File: config.mk
export PLATFORM = sky130hd
export DESIGN_NAME = imem_loader
export DESIGN_NICKNAME = d
export VERILOG_FILES = /design/src/rtl/imem_loader.sv
export SDC_FILE = /design/constraint.sdc
export NUM_CORES = 1
export LEC_CHECK = 0
export BUFFER_PORTS_ARGS = -buffer_cell sky130_fd_sc_hd__buf_2
export CORE_MARGIN = 3
export CORE_UTILIZATION = 32
export DETAILED_ROUTE_END_ITERATION = 8
export GPL_ROUTABILITY_DRIVEN = 0
export PLACE_DENSITY = 0.56
export SKIP_CTS_REPAIR_TIMING = 1
export SYNTH_ARGS = -nofsm -noshare
export SYNTH_HDL_FRONTEND = slang
export SYNTH_SLANG_ARGS = --single-unit
File: constraint.sdc
create_clock -name clk -period 7.6 [get_ports clk]
set_input_delay 1.52 -clock clk [delete_from_list [all_inputs] [get_ports clk]]
set_output_delay 1.52 -clock clk [all_outputs]
set_load 0.01 [all_outputs]
File: src/rtl/imem_loader.sv
// imem_loader
//
// Boot-time program loader for the single-cycle MIPS computer. A byte stream
// arrives over a valid/ready handshake. The loader packs it little-endian into
// 32-bit instruction words, writes each word into instruction memory, and then
// checks a trailing checksum byte. The CPU is held in reset until the program
// has been loaded and validated, and for HOLD_CYCLES cycles after that.
//
// Ports:
//   clk         system clock, rising-edge active
//   reset       synchronous active-high reset
//   start       single-cycle request to begin a load
//   len         number of words to load, sampled when start is accepted
//   byte_in     stream data byte
//   byte_valid  byte_in is valid
//   byte_ready  loader accepts a byte this cycle (registered state decode)
//   imem_we     instruction memory write strobe (one-cycle pulse per word)
//   imem_addr   instruction memory word address
//   imem_wd     instruction memory write data
//   cpu_reset   active-high reset to the CPU, low only in RUN
//   busy        high in LOAD, CSUM and HOLD
//   done        high in RUN
//   err         high in ERROR
module imem_loader #(
  parameter int N           = 32,
  parameter int DEPTH       = 64,
  parameter int AW          = 6,
  parameter int HOLD_CYCLES = 4
) (
  input  logic          clk,
  input  logic          reset,
  input  logic          start,
  input  logic [AW:0]   len,
  input  logic [7:0]    byte_in,
  input  logic          byte_valid,
  output logic          byte_ready,
  output logic          imem_we,
  output logic [AW-1:0] imem_addr,
  output logic [N-1:0]  imem_wd,
  output logic          cpu_reset,
  output logic          busy,
  output logic          done,
  output logic          err
);

  typedef enum logic [2:0] {
    IDLE  = 3'd0,
    LOAD  = 3'd1,
    CSUM  = 3'd2,
    HOLD  = 3'd3,
    RUN   = 3'd4,
    ERROR = 3'd5
  } state_t;

  localparam logic [AW:0] LEN_MAX   = (AW+1)'(DEPTH);
  localparam logic [AW:0] ONE       = (AW+1)'(1);
  localparam logic [7:0]  HOLD_LAST = 8'(HOLD_CYCLES - 1);

  state_t      state;
  state_t      state_nxt;
  state_t      start_target;
  logic [AW:0] len_q;
  logic [AW:0] word_idx;
  logic [1:0]  lane;
  logic [7:0]  acc;
  logic [23:0] word_buf;
  logic [7:0]  hold_cnt;
  logic [7:0]  csum_sum;
  logic        xfer;
  logic        last_word;

  assign xfer      = byte_valid & byte_ready;
  assign csum_sum  = acc + byte_in;
  assign last_word = (word_idx == (len_q - ONE));

  // Where a freshly accepted start request leads, based on the requested length.
  always_comb begin
    start_target = LOAD;
    if (len == '0)
      start_target = HOLD;
    else if (len > LEN_MAX)
      start_target = ERROR;
  end

  // Next-state decode. The registered outputs below are decoded from this, so
  // byte_ready/cpu_reset/busy/done/err always describe the state being entered.
  always_comb begin
    state_nxt = state;
    case (state)
      IDLE, RUN, ERROR: if (start) state_nxt = start_target;
      LOAD:             if (xfer && lane == 2'd3 && last_word) state_nxt = CSUM;
      CSUM:             if (xfer) state_nxt = (csum_sum == 8'd0) ? HOLD : ERROR;
      HOLD:             if (hold_cnt == HOLD_LAST) state_nxt = RUN;
      default:          state_nxt = IDLE;
    endcase
  end

  // State register, datapath and registered outputs.
  always_ff @(posedge clk) begin
    if (reset) begin
      state      <= IDLE;
      len_q      <= '0;
      word_idx   <= '0;
      lane       <= '0;
      acc        <= '0;
      word_buf   <= '0;
      hold_cnt   <= '0;
      byte_ready <= 1'b0;
      imem_we    <= 1'b0;
      imem_addr  <= '0;
      imem_wd    <= '0;
      cpu_reset  <= 1'b1;
      busy       <= 1'b0;
      done       <= 1'b0;
      err        <= 1'b0;
    end else begin
      state      <= state_nxt;
      imem_we    <= 1'b0;
      byte_ready <= (state_nxt == LOAD) || (state_nxt == CSUM);
      busy       <= (state_nxt == LOAD) || (state_nxt == CSUM) || (state_nxt == HOLD);
      done       <= (state_nxt == RUN);
      err        <= (state_nxt == ERROR);
      cpu_reset  <= (state_nxt != RUN);

      case (state)
        IDLE, RUN, ERROR: begin
          if (start) begin
            len_q    <= len;
            word_idx <= '0;
            lane     <= '0;
            acc      <= '0;
            hold_cnt <= '0;
          end
        end

        LOAD: begin
          if (xfer) begin
            acc  <= acc + byte_in;
            lane <= lane + 2'd1;
            case (lane)
              2'd0: word_buf[7:0]   <= byte_in;
              2'd1: word_buf[15:8]  <= byte_in;
              2'd2: word_buf[23:16] <= byte_in;
              default: begin
                // Fourth byte completes the word: it goes straight to the
                // write port rather than through word_buf.
                imem_wd   <= {byte_in, word_buf};
                imem_addr <= word_idx[AW-1:0];
                imem_we   <= 1'b1;
                word_idx  <= word_idx + ONE;
              end
            endcase
          end
        end

        CSUM: begin
          if (xfer) begin
            acc      <= csum_sum;
            hold_cnt <= '0;
          end
        end

        HOLD: hold_cnt <= hold_cnt + 8'd1;

        default: ;
      endcase
    end
  end

endmodule

==> results by group, run 1 <==
Run status
  – Outcome: completed

Min path
  – Hold path cells: 2
  – Worst min path class: register to register

Place
  – Placed Instances: 765
  – Setup WS pre-CTS: 3400 ps
  – Area post-placement: 4950 um^2
  – Port Buffers: 62
  – Detailed Place HPWL: 7.55 mm

Layout
  – Reg area: 2060 um^2
  – Multi-input logic area: 2320 um^2
  – Layout cells sized above 1: 0.159
  – Nets: 635
  – Commonest non-fill, non-tap cell in the layout: nand2_1
  – Fill cells: 1442
  – Inserted Diodes: 0
  – Commonest cells after routing, fill and taps aside: nand2_1 (135), dfxtp_1 (103), a21oi_1 (83), buf_2 (62), nand3_1 (37)
  – Design area: 5250 um^2
  – Area grow syn2layout: 15.6%
  – Non-Filler Instances: 781

Yosys
  – Yosys top cell area share: 0.454
  – Ys async rst share: 0
  – Top_reg_cell synth: dfxtp_1
  – Synthesis-stage register bit count: 103
  – Total nets after synthesis: 591
  – Post-synth cell types: 61
  – Syn_area_per_cell: 8.17 um^2
  – Dominant cells by area after synthesis: dfxtp_1 (45%), nand2_1 (11%), a21oi_1 (9.1%), ha_1 (4.1%), nand3_1 (4.1%)
  – Post-synth top area cell: dfxtp_1
  – Register area share after synthesis: 0.454
  – Mapped Cells: 556
  – Synth warnings: 0
  – Number of synthesized flops with an enable pin: 0
  – Mapped cell area: 4540 um^2

Clock tree
  – Largest buffer count on any clock path: 2
  – H-tree Lvls: 3
  – CTS tree: built
  – Clock root cell: clkbuf_16
  – Worst skew pair latency: 340 ps
  – Num CTS Buffers: 9
  – CTS Sinks: 103
  – Clk pin slew, worst setup/hold paths: 70 ps

Floorplan
  – Die H: 125 um
  – # rows: 42
  – Core Footprint: 13600 um^2
  – Die area: 15700 um^2
  – Die W: 125 um
  – Initial core utilization: 0.335
  – I/O pin count: 63

STA
  – Setup-failing EPs final: 0
  – Rel. slew slack: 0.317
  – Final Hold Fails: 0
  – Fmax: 260 MHz
  – Worst-margin pin slew: 1020 ps
  – Tmin final: 3840 ps
  – Clk_skew: 3.53 ps
  – Count of pins over their slew limit: 0
  – Setup slack after layout: 3760 ps
  – Final worst-path cycle share: 0.506
  – Setup Total Neg Slack: 0 ps
  – RSZ-0062 raised after global routing: false

Setup path
  – Reg2reg path depth: 7
  – CP Max Fanout: 5
  – Crit path launch type: input pin
  – Endpoint class of the critical path: register
  – Req. time, crit path: 7840 ps
  – Worst Setup Path Type: input pin to register
  – Arr. time, crit path: 4080 ps

Drt
  – Total number of vias: 3804
  – DR vias/cell: 4.87
  – WL/cell: 13.8 um
  – Metal2 WL: 5.33 mm
  – DR WL met3: 373 um
  – DRC Markers: 0
  – DR pass1 iterations: 4
  – Max Used Layer: met4
  – Met1 Wirelength: 4.97 mm
  – Detailed Route WL: 10.8 mm
  – DRT iter0 DRCs: 296
  – Antenna Violating Nets Remaining: 0

Global routing
  – Maximum number of pins on one net before global-route repair: 95
  – GR Util All Layers: 0.139
  – First-pass GRT wire length: 18.1 mm
  – Antenna violations before repair: 0
  – Grt total ovfl: 0
  – Vias in the first global route: 3733

Power and ir drop
  – Max VDD drop: 92.8 uV
  – Pwr Density: 206 nW/um^2
  – Leakage: 1.97 nW

Run
  – Max cap viols: 0
sequential cells by signal, summed over array words and instances, names as in the netlist:
signal	count
len_q	7
hold_cnt	8
busy	1
word_idx	7
acc	8
err	1
imem_wd	32
state	3
word_buf	24
cpu_reset	1
imem_we	1
byte_ready	1
done	1
lane	2
imem_addr	6
critical path: stages:
cell,delay [ps]
buf_2,150
ha_1,240
fa_1,410
xor2_1,170
nor3_1,260
a21boi_0,250
a41o_2,130
or4b_4,500
o211a_1,230
o211a_1,210
layout make-up:
class	instances	area share
Clock buffer	11	0.0482
Clock inverter	5	0.00763
Inverter	6	0.00429
Multi-Input combinational cell	415	0.442
Sequential cell	103	0.393
Tap cell	176	0.0420
Timing Repair Buffer	65	0.0634
through the flow:
stage	hold WS [ps]	utilization	power (mW)
after floorplan	432	-	0.623
after CTS	456	0.387	1.09
after global placement	439	0.365	0.643
after global routing	466	0.387	1.13
after detailed placement	446	0.365	0.646
final	452	0.387	1.08
path summary, 6_finish.rpt:
check        slack, ps      endpoint         start
min                450  imem_addr[4]  imem_addr[4]
max reg2reg       4620   imem_wd[24]      state[0]
min reg2reg        450  imem_addr[4]  imem_addr[4]
max               3760    byte_ready    byte_in[0]
cells by family (layout without fill, tap and decap cells):
group | count (synthesis) | count (layout) | share of synthesized area
flops | 103 | 103 | 0.454
fa+ha+maj | 16 | 16 | 0.0457
buf+inv | 38 | 87 | 0.0355
compound gates | 119 | 119 | 0.152
simple gates | 250 | 250 | 0.252
xor+xnor | 27 | 27 | 0.0537
mux | 3 | 3 | 0.00689
Yosys cell counts (2+ instances only):
library cell,instances
nand2_1,135
mux2i_1,2
buf_1,4
nor3_1,14
inv_1,6
nor2_1,30
xor2_1,13
nand3_1,37
a21o_1,2
buf_6,2
xnor2_1,13
o21bai_1,2
a21boi_0,3
o21a_1,2
clkbuf_1,25
nand4_1,7
nand3b_1,2
and3_1,2
a21oi_1,83
a211oi_1,3
o211a_1,2
o21ai_1,2
a31oi_1,3
and4_1,2
ha_1,15
o21ai_0,5
or3_1,4
dfxtp_1,103
metal layers:
metal  vias to the layer above  GRT usage
met5                         -          0
met4                         0     0.0402
met3                         8     0.0328
met2                        49      0.242
met1                      1759      0.171
li1                       1988          -
power by group:
part / internal, mW / total [mW] / switching [mW]
combinational: 0.0291 / 0.0796 / 0.0505
sequential: 0.546 / 0.554 / 0.00743
clock: 0.242 / 0.448 / 0.206
total: 0.817 / 1.08 / 0.264
Power figures use the tool's default switching activity.
==> inputs of run 2 (changes only) <==
--- a/config.mk
+++ b/config.mk
@@ -10,7 +10,7 @@
 export CORE_UTILIZATION = 32
 export DETAILED_ROUTE_END_ITERATION = 8
 export GPL_ROUTABILITY_DRIVEN = 0
-export PLACE_DENSITY = 0.56
+export PLACE_DENSITY = 0.57
 export SKIP_CTS_REPAIR_TIMING = 1
 export SYNTH_ARGS = -nofsm -noshare
 export SYNTH_HDL_FRONTEND = slang
==> constraint.sdc (replaced) <==
create_clock -name clk -period 3.1 [get_ports clk]
set_input_delay 0.62 -clock clk [delete_from_list [all_inputs] [get_ports clk]]
set_output_delay 0.62 -clock clk [all_outputs]
set_load 0.01 [all_outputs]
==> run 2 against run 1 <==
  * Worst setup slack worse by 3500 ps
  * Hold slack worse by 1.8 ps
  * Core utilization is 0.53 points higher
  * Combinational power grew to 2.6 times the previous value
  * Non-clock buffer count is 10 higher
==> results by group, run 2 (same netlist as run 1, synthesis figures left out) <==
STA
  – RSZ-0062 raised after global routing: false
  – Final Hold Fails: 0 (unchanged)
  – Tmin final: 2860 ps
  – Final worst-path cycle share: 0.923
  – Rel. slew slack: 0.468 (+0.151)
  – Clk_skew: 6.59 ps (+3.06 ps)
  – Setup slack after layout: 240 ps (-3520 ps)
  – Fmax: 350 MHz
  – Setup Total Neg Slack: 0 ps (unchanged)
  – Worst-margin pin slew: 798 ps (-223 ps)
  – Setup-failing EPs final: 0 (unchanged)
  – Count of pins over their slew limit: 0 (unchanged)

Place
  – Setup WS pre-CTS: -125 ps (-3520 ps)
  – Port Buffers: 62 (unchanged)
  – Detailed Place HPWL: 8.01 mm (+6.1%)

Setup path
  – Worst setup path start: byte_in[0]
  – Req. time, crit path: 3340 ps (-4500 ps)
  – Reg2reg path depth: 9 (+2)
  – FF-to-FF Start: acc[0]
  – Crit path launch type: input pin
  – CP Max Fanout: 3 (-2)
  – Arr. time, crit path: 3100 ps (-980 ps)
  – R2R setup slack: 310 ps (-4310 ps)
  – Endpoint class of the critical path: register
  – Worst Setup Path Type: input pin to register
  – Reg2reg end: byte_ready
  – Worst setup path end: byte_ready

Floorplan
  – Initial core utilization: 0.335 (unchanged)
  – I/O pin count: 63 (unchanged)
  – Die W: 125 um (unchanged)
  – Core Footprint: 13600 um^2 (unchanged)
  – Die area: 15700 um^2 (unchanged)
  – Die H: 125 um (unchanged)
  – # rows: 42 (unchanged)

Power and ir drop
  – Max VDD drop: 247 uV (+170%)
  – Pwr Density: 495 nW/um^2 (+140%)
  – Leakage: 2.01 nW (+2.3%)
  – Tot Pwr: 2.63 mW (+140%)

Layout
  – Max reg flops: 32 (unchanged)
  – Layout cells sized above 1: 0.169 (+0.0104)
  – Commonest non-fill, non-tap cell in the layout: nand2_1
  – Largest registers: imem_wd: 32 flops, word_buf: 24 flops
  – Nets: 645 (+1.6%)
  – Commonest cells after routing, fill and taps aside: nand2_1 (135), dfxtp_1 (103), a21oi_1 (83), buf_2 (62), nand3_1 (37)
  – Area grow syn2layout: 17.1%
  – Inserted Diodes: 0 (unchanged)
  – Most flop-heavy register: imem_wd

Clock tree
  – CTS Sinks: 103 (unchanged)
  – Clock root cell: clkbuf_16
  – Clk pin slew, worst setup/hold paths: 70 ps (about the same)
  – H-tree Lvls: 3 (unchanged)
  – Num CTS Buffers: 9 (unchanged)
  – Worst skew pair latency: 350 ps (about the same)
  – CTS tree: built
  – Largest buffer count on any clock path: 2 (unchanged)

Drt
  – DR pass1 iterations: 5 (+1)
  – DRT iter0 DRCs: 221 (-25%)
  – Antenna Violating Nets Remaining: 0 (unchanged)
  – DRC Markers: 0 (unchanged)
  – DR vias/cell: 4.99 (+2.4%)
  – WL/cell: 13.9 um (+0.64%)
  – Detailed Route WL: 11.0 mm (+1.9%)
  – Total number of vias: 3944 (+3.7%)

Min path
  – Worst min path class: register to register

Global routing
  – GR Util All Layers: 0.144 (+0.00469)
  – Maximum number of pins on one net before global-route repair: 44 (-54%)
  – Antenna violations before repair: 0 (unchanged)
  – Grt total ovfl: 0 (unchanged)
  – First-pass GRT wire length: 18.8 mm (+3.7%)
  – Vias in the first global route: 3883 (+4.0%)

Run
  – Max cap viols: 0 (unchanged)

Run status
  – Outcome: completed
[run 2: changes by cell type in the layout (fill, tap and decap cells not counted), sizes merged]
cell and delta:
clkinvlp -1, buf +10, clkinv +1
[run 2: area by class of cell]
class | count | area (um^2)
repair buffers | 75 | 420
inverters | 6 | 22.5
flip-flops and latches | 103 | 2060
multi-input cells | 415 | 2320
clock inverters | 5 | 43.8
fillers | 1412 | 8240
clock buffers | 11 | 233
well taps | 176 | 220
[run 2: routing by layer]
metal  GRT usage  vias to the layer above  wire length, um
met5           0                        -                0
met4      0.0510                        0              183
met3      0.0294                       14              447
met2       0.236                       68             5320
met1       0.187                     1852             5040
li1            -                     2010                -
[run 2: critical path: stages]
cell      delay (ps)
buf_2            110
ha_1             220
fa_1             410
xor2_1           170
nor3_1           280
a21boi_0         230
a41o_2           120
or4b_4           490
o211a_1          230
o211a_1          210
[run 2: worst min path at each step]
stage,from,end,cells past startpoint
floorplan,word_buf[0],imem_wd[0],2
global placement,imem_wd[31],imem_wd[31],2
detailed placement,imem_wd[16],imem_wd[16],2
CTS,imem_wd[16],imem_wd[16],2
global route,imem_wd[3],imem_wd[3],2
finish,imem_wd[7],imem_wd[7],2
[run 2: metrics by stage]
| stage | hold WS (ps) | utilization | cell area (um^2) | instances |
|---|---|---|---|---|
| after floorplan | 432 | - | 4540 | 556 |
| after global placement | 442 | 0.372 | 5040 | 775 |
| after detailed placement | 444 | 0.372 | 5040 | 775 |
| after CTS | 455 | 0.392 | 5320 | 791 |
| after global routing | 471 | 0.392 | 5320 | 791 |
| final | 451 | 0.392 | 5320 | 791 |
[run 2: where the power goes]
group	switching [mW]	leakage [nW]	internal [mW]
Combinational	0.126	1.05	0.0801
Clock	0.514	0.128	0.554
Sequential	0.0182	0.832	1.34
Total	0.658	2.01	1.97
==> inputs of run 3 (changes only) <==
--- a/config.mk
+++ b/config.mk
@@ -5,12 +5,13 @@
 export SDC_FILE = /design/constraint.sdc
 export NUM_CORES = 1
 export LEC_CHECK = 0
-export BUFFER_PORTS_ARGS = -buffer_cell sky130_fd_sc_hd__buf_2
 export CORE_MARGIN = 3
 export CORE_UTILIZATION = 32
+export CTS_CLUSTER_SIZE = 28
 export DETAILED_ROUTE_END_ITERATION = 8
+export DONT_BUFFER_PORTS = 1
 export GPL_ROUTABILITY_DRIVEN = 0
-export PLACE_DENSITY = 0.57
+export PLACE_DENSITY = 0.53
 export SKIP_CTS_REPAIR_TIMING = 1
 export SYNTH_ARGS = -nofsm -noshare
 export SYNTH_HDL_FRONTEND = slang
==> run 3 against run 2 <==
  * Hold slack got worse by 100 ps
  * Global-route usage shrank 0.61 points
  * Critical path type is now register to register
  * Maximum frequency up 3.3%
  * Die area did not move
  * Via count is 6.1% lower
  * Cell count is 8.7% lower
  * Total power grew 0.61%
==> results by group, run 3 (same netlist as run 1, synthesis figures left out) <==
Run status
  – Outcome: completed

STA
  – Fmax: 361 MHz (+3.3%)
  – Count of pins over their slew limit: 0 (unchanged)
  – Tmin final: 2770 ps (-91.9 ps)
  – Worst-margin pin slew: 690 ps (-108 ps)
  – Setup Total Neg Slack: 0 ps (unchanged)
  – Clk_skew: 8.25 ps (+1.67 ps)
  – Setup-failing EPs final: 0 (unchanged)
  – RSZ-0062 raised after global routing: false
  – Rel. slew slack: 0.536 (+0.0682)
  – Final Hold Fails: 0 (unchanged)
  – Setup slack after layout: 332 ps (+91.9 ps)
  – Final worst-path cycle share: 0.893 (-0.0296)

Drt
  – DRT iter0 DRCs: 337 (+52%)
  – Antenna Violating Nets Remaining: 0 (unchanged)
  – Detailed Route WL: 10.6 mm (-3.5%)
  – DR pass1 iterations: 4 (-1)
  – DR vias/cell: 5.13 (+2.9%)
  – WL/cell: 14.7 um (+5.8%)
  – DRC Markers: 0 (unchanged)
  – Total number of vias: 3704 (-6.1%)

Place
  – Detailed Place HPWL: 7.38 mm (-7.9%)
  – Setup WS pre-CTS: 1.73 ps (+127 ps)
  – Port Buffers: 0 (-100%)

Setup path
  – R2R setup slack: 330 ps (+20 ps)
  – Reg2reg path depth: 9 (unchanged)
  – CP Max Fanout: 3 (unchanged)
  – Arr. time, crit path: 3000 ps (-100 ps)
  – Endpoint class of the critical path: register
  – Crit path launch type: register
  – Worst Setup Path Type: register to register
  – Reg2reg end: byte_ready
  – FF-to-FF Start: acc[0]
  – Req. time, crit path: 3330 ps (about the same)

Clock tree
  – CTS Sinks: 103 (unchanged)
  – CTS tree: built
  – H-tree Lvls: 3 (unchanged)
  – Clock root cell: clkbuf_16
  – Clk pin slew, worst setup/hold paths: 70 ps (about the same)
  – Worst skew pair latency: 350 ps (about the same)
  – Num CTS Buffers: 9 (unchanged)
  – Largest buffer count on any clock path: 2 (unchanged)

Layout
  – Area grow syn2layout: 9.45%
  – Largest registers: imem_wd: 32 flops, word_buf: 24 flops
  – Fill cells: 1411 (-0.071%)
  – Commonest non-fill, non-tap cell in the layout: nand2_1
  – Layout cells sized above 1: 0.0659 (-0.103)
  – Inserted Diodes: 0 (unchanged)
  – Nets: 577 (-11%)
  – Most flop-heavy register: imem_wd
  – Commonest cells after routing, fill and taps aside: nand2_1 (135), dfxtp_1 (103), a21oi_1 (83), nand3_1 (37), nor2_1 (30)
  – Max reg flops: 32 (unchanged)

Floorplan
  – Die area: 15700 um^2 (unchanged)
  – I/O pin count: 63 (unchanged)
  – # rows: 42 (unchanged)
  – Core Footprint: 13600 um^2 (unchanged)
  – Die H: 125 um (unchanged)
  – Initial core utilization: 0.335 (unchanged)
  – Die W: 125 um (unchanged)

Global routing
  – Grt total ovfl: 0 (unchanged)
  – GR Util All Layers: 0.137 (-0.00607)
  – Antenna violations before repair: 0 (unchanged)
  – Maximum number of pins on one net before global-route repair: 95 (+120%)
  – Vias in the first global route: 3526 (-9.2%)
  – First-pass GRT wire length: 17.8 mm (-5.1%)

Min path
  – Hold path startpoint: reset
  – Hold path cells: 1 (-1)
  – Worst min path class: input pin to register
  – Worst hold path endpoint: state[0]

Power and ir drop
  – Max VDD drop: 260 uV (+5.4%)
  – Pwr Density: 533 nW/um^2 (+7.7%)
  – Leakage: 1.68 nW (-16%)
  – Tot Pwr: 2.65 mW (+0.61%)

Run
  – Max cap viols: 0 (unchanged)
run 3: cell types whose count changed in the layout (fill, tap and decap cells not counted):
| cell | delta |
|---|---|
| buf_2 | -62 |
| buf_4 | -5 |
| buf_12 | -1 |
| bufinv_16 | +1 |
| clkbuf_1 | -1 |
| clkinv_4 | -1 |
| clkinvlp_4 | -1 |
| inv_6 | +1 |
run 3: final cells by class:
class	instances	area (um^2)	share of cell area
Sequential cell	103	2060	0.415
Inverter	6	22.5	0.00453
Timing Repair Buffer	7	52.6	0.0106
Multi-Input combinational cell	415	2320	0.466
Clock inverter	5	66.3	0.0133
Tap cell	176	220	0.0443
Clock buffer	10	229	0.0461
run 3: worst max-delay path, cell delays in order (launching register included):
cell	delay (ps)
dfxtp_1	320
ha_1	200
fa_1	420
xor2_1	170
nor3_1	250
a21boi_0	240
a41o_2	120
or4b_4	500
o211a_1	230
o211a_1	210
run 3: report_power, final:
part	internal [mW]	switching [mW]	total [mW]
Sequential	1.34	0.0212	1.36
Combinational	0.0642	0.0844	0.149
Clock	0.632	0.506	1.14
Total	2.04	0.612	2.65
run 3: through the flow:
step / instances / cell area [um^2] / hold slack (ps) / util
2_1_floorplan: 556 / 4540 / 432 / -
3_3_place_gp: 707 / 4670 / 436 / 0.345
3_5_place_dp: 707 / 4670 / 437 / 0.345
4_1_cts: 722 / 4970 / 331 / 0.367
5_1_grt: 722 / 4970 / 329 / 0.367
6_report: 722 / 4970 / 350 / 0.367
run 3: routing by layer:
| layer | vias up | part of all wire | global-route usage |
|---|---|---|---|
| met5 | - | 0 | 0 |
| met4 | 0 | 0.025 | 0.0663 |
| met3 | 16 | 0.041 | 0.0320 |
| met2 | 62 | 0.47 | 0.224 |
| met1 | 1743 | 0.46 | 0.172 |
| li1 | 1883 | - | - |
run 3: worst max-delay path by stage:
stage                from    endpoint  slack [ps]  depth (start not counted)
3_5_place_dp   byte_in[0]  byte_ready           2                          9
2_1_floorplan  byte_in[0]  byte_ready         200                          9
4_1_cts            acc[0]  byte_ready         310                          9
3_3_place_gp   byte_in[0]  byte_ready         100                          9
5_1_grt            acc[0]        busy         200                          9
6_report           acc[0]  byte_ready         330                          9
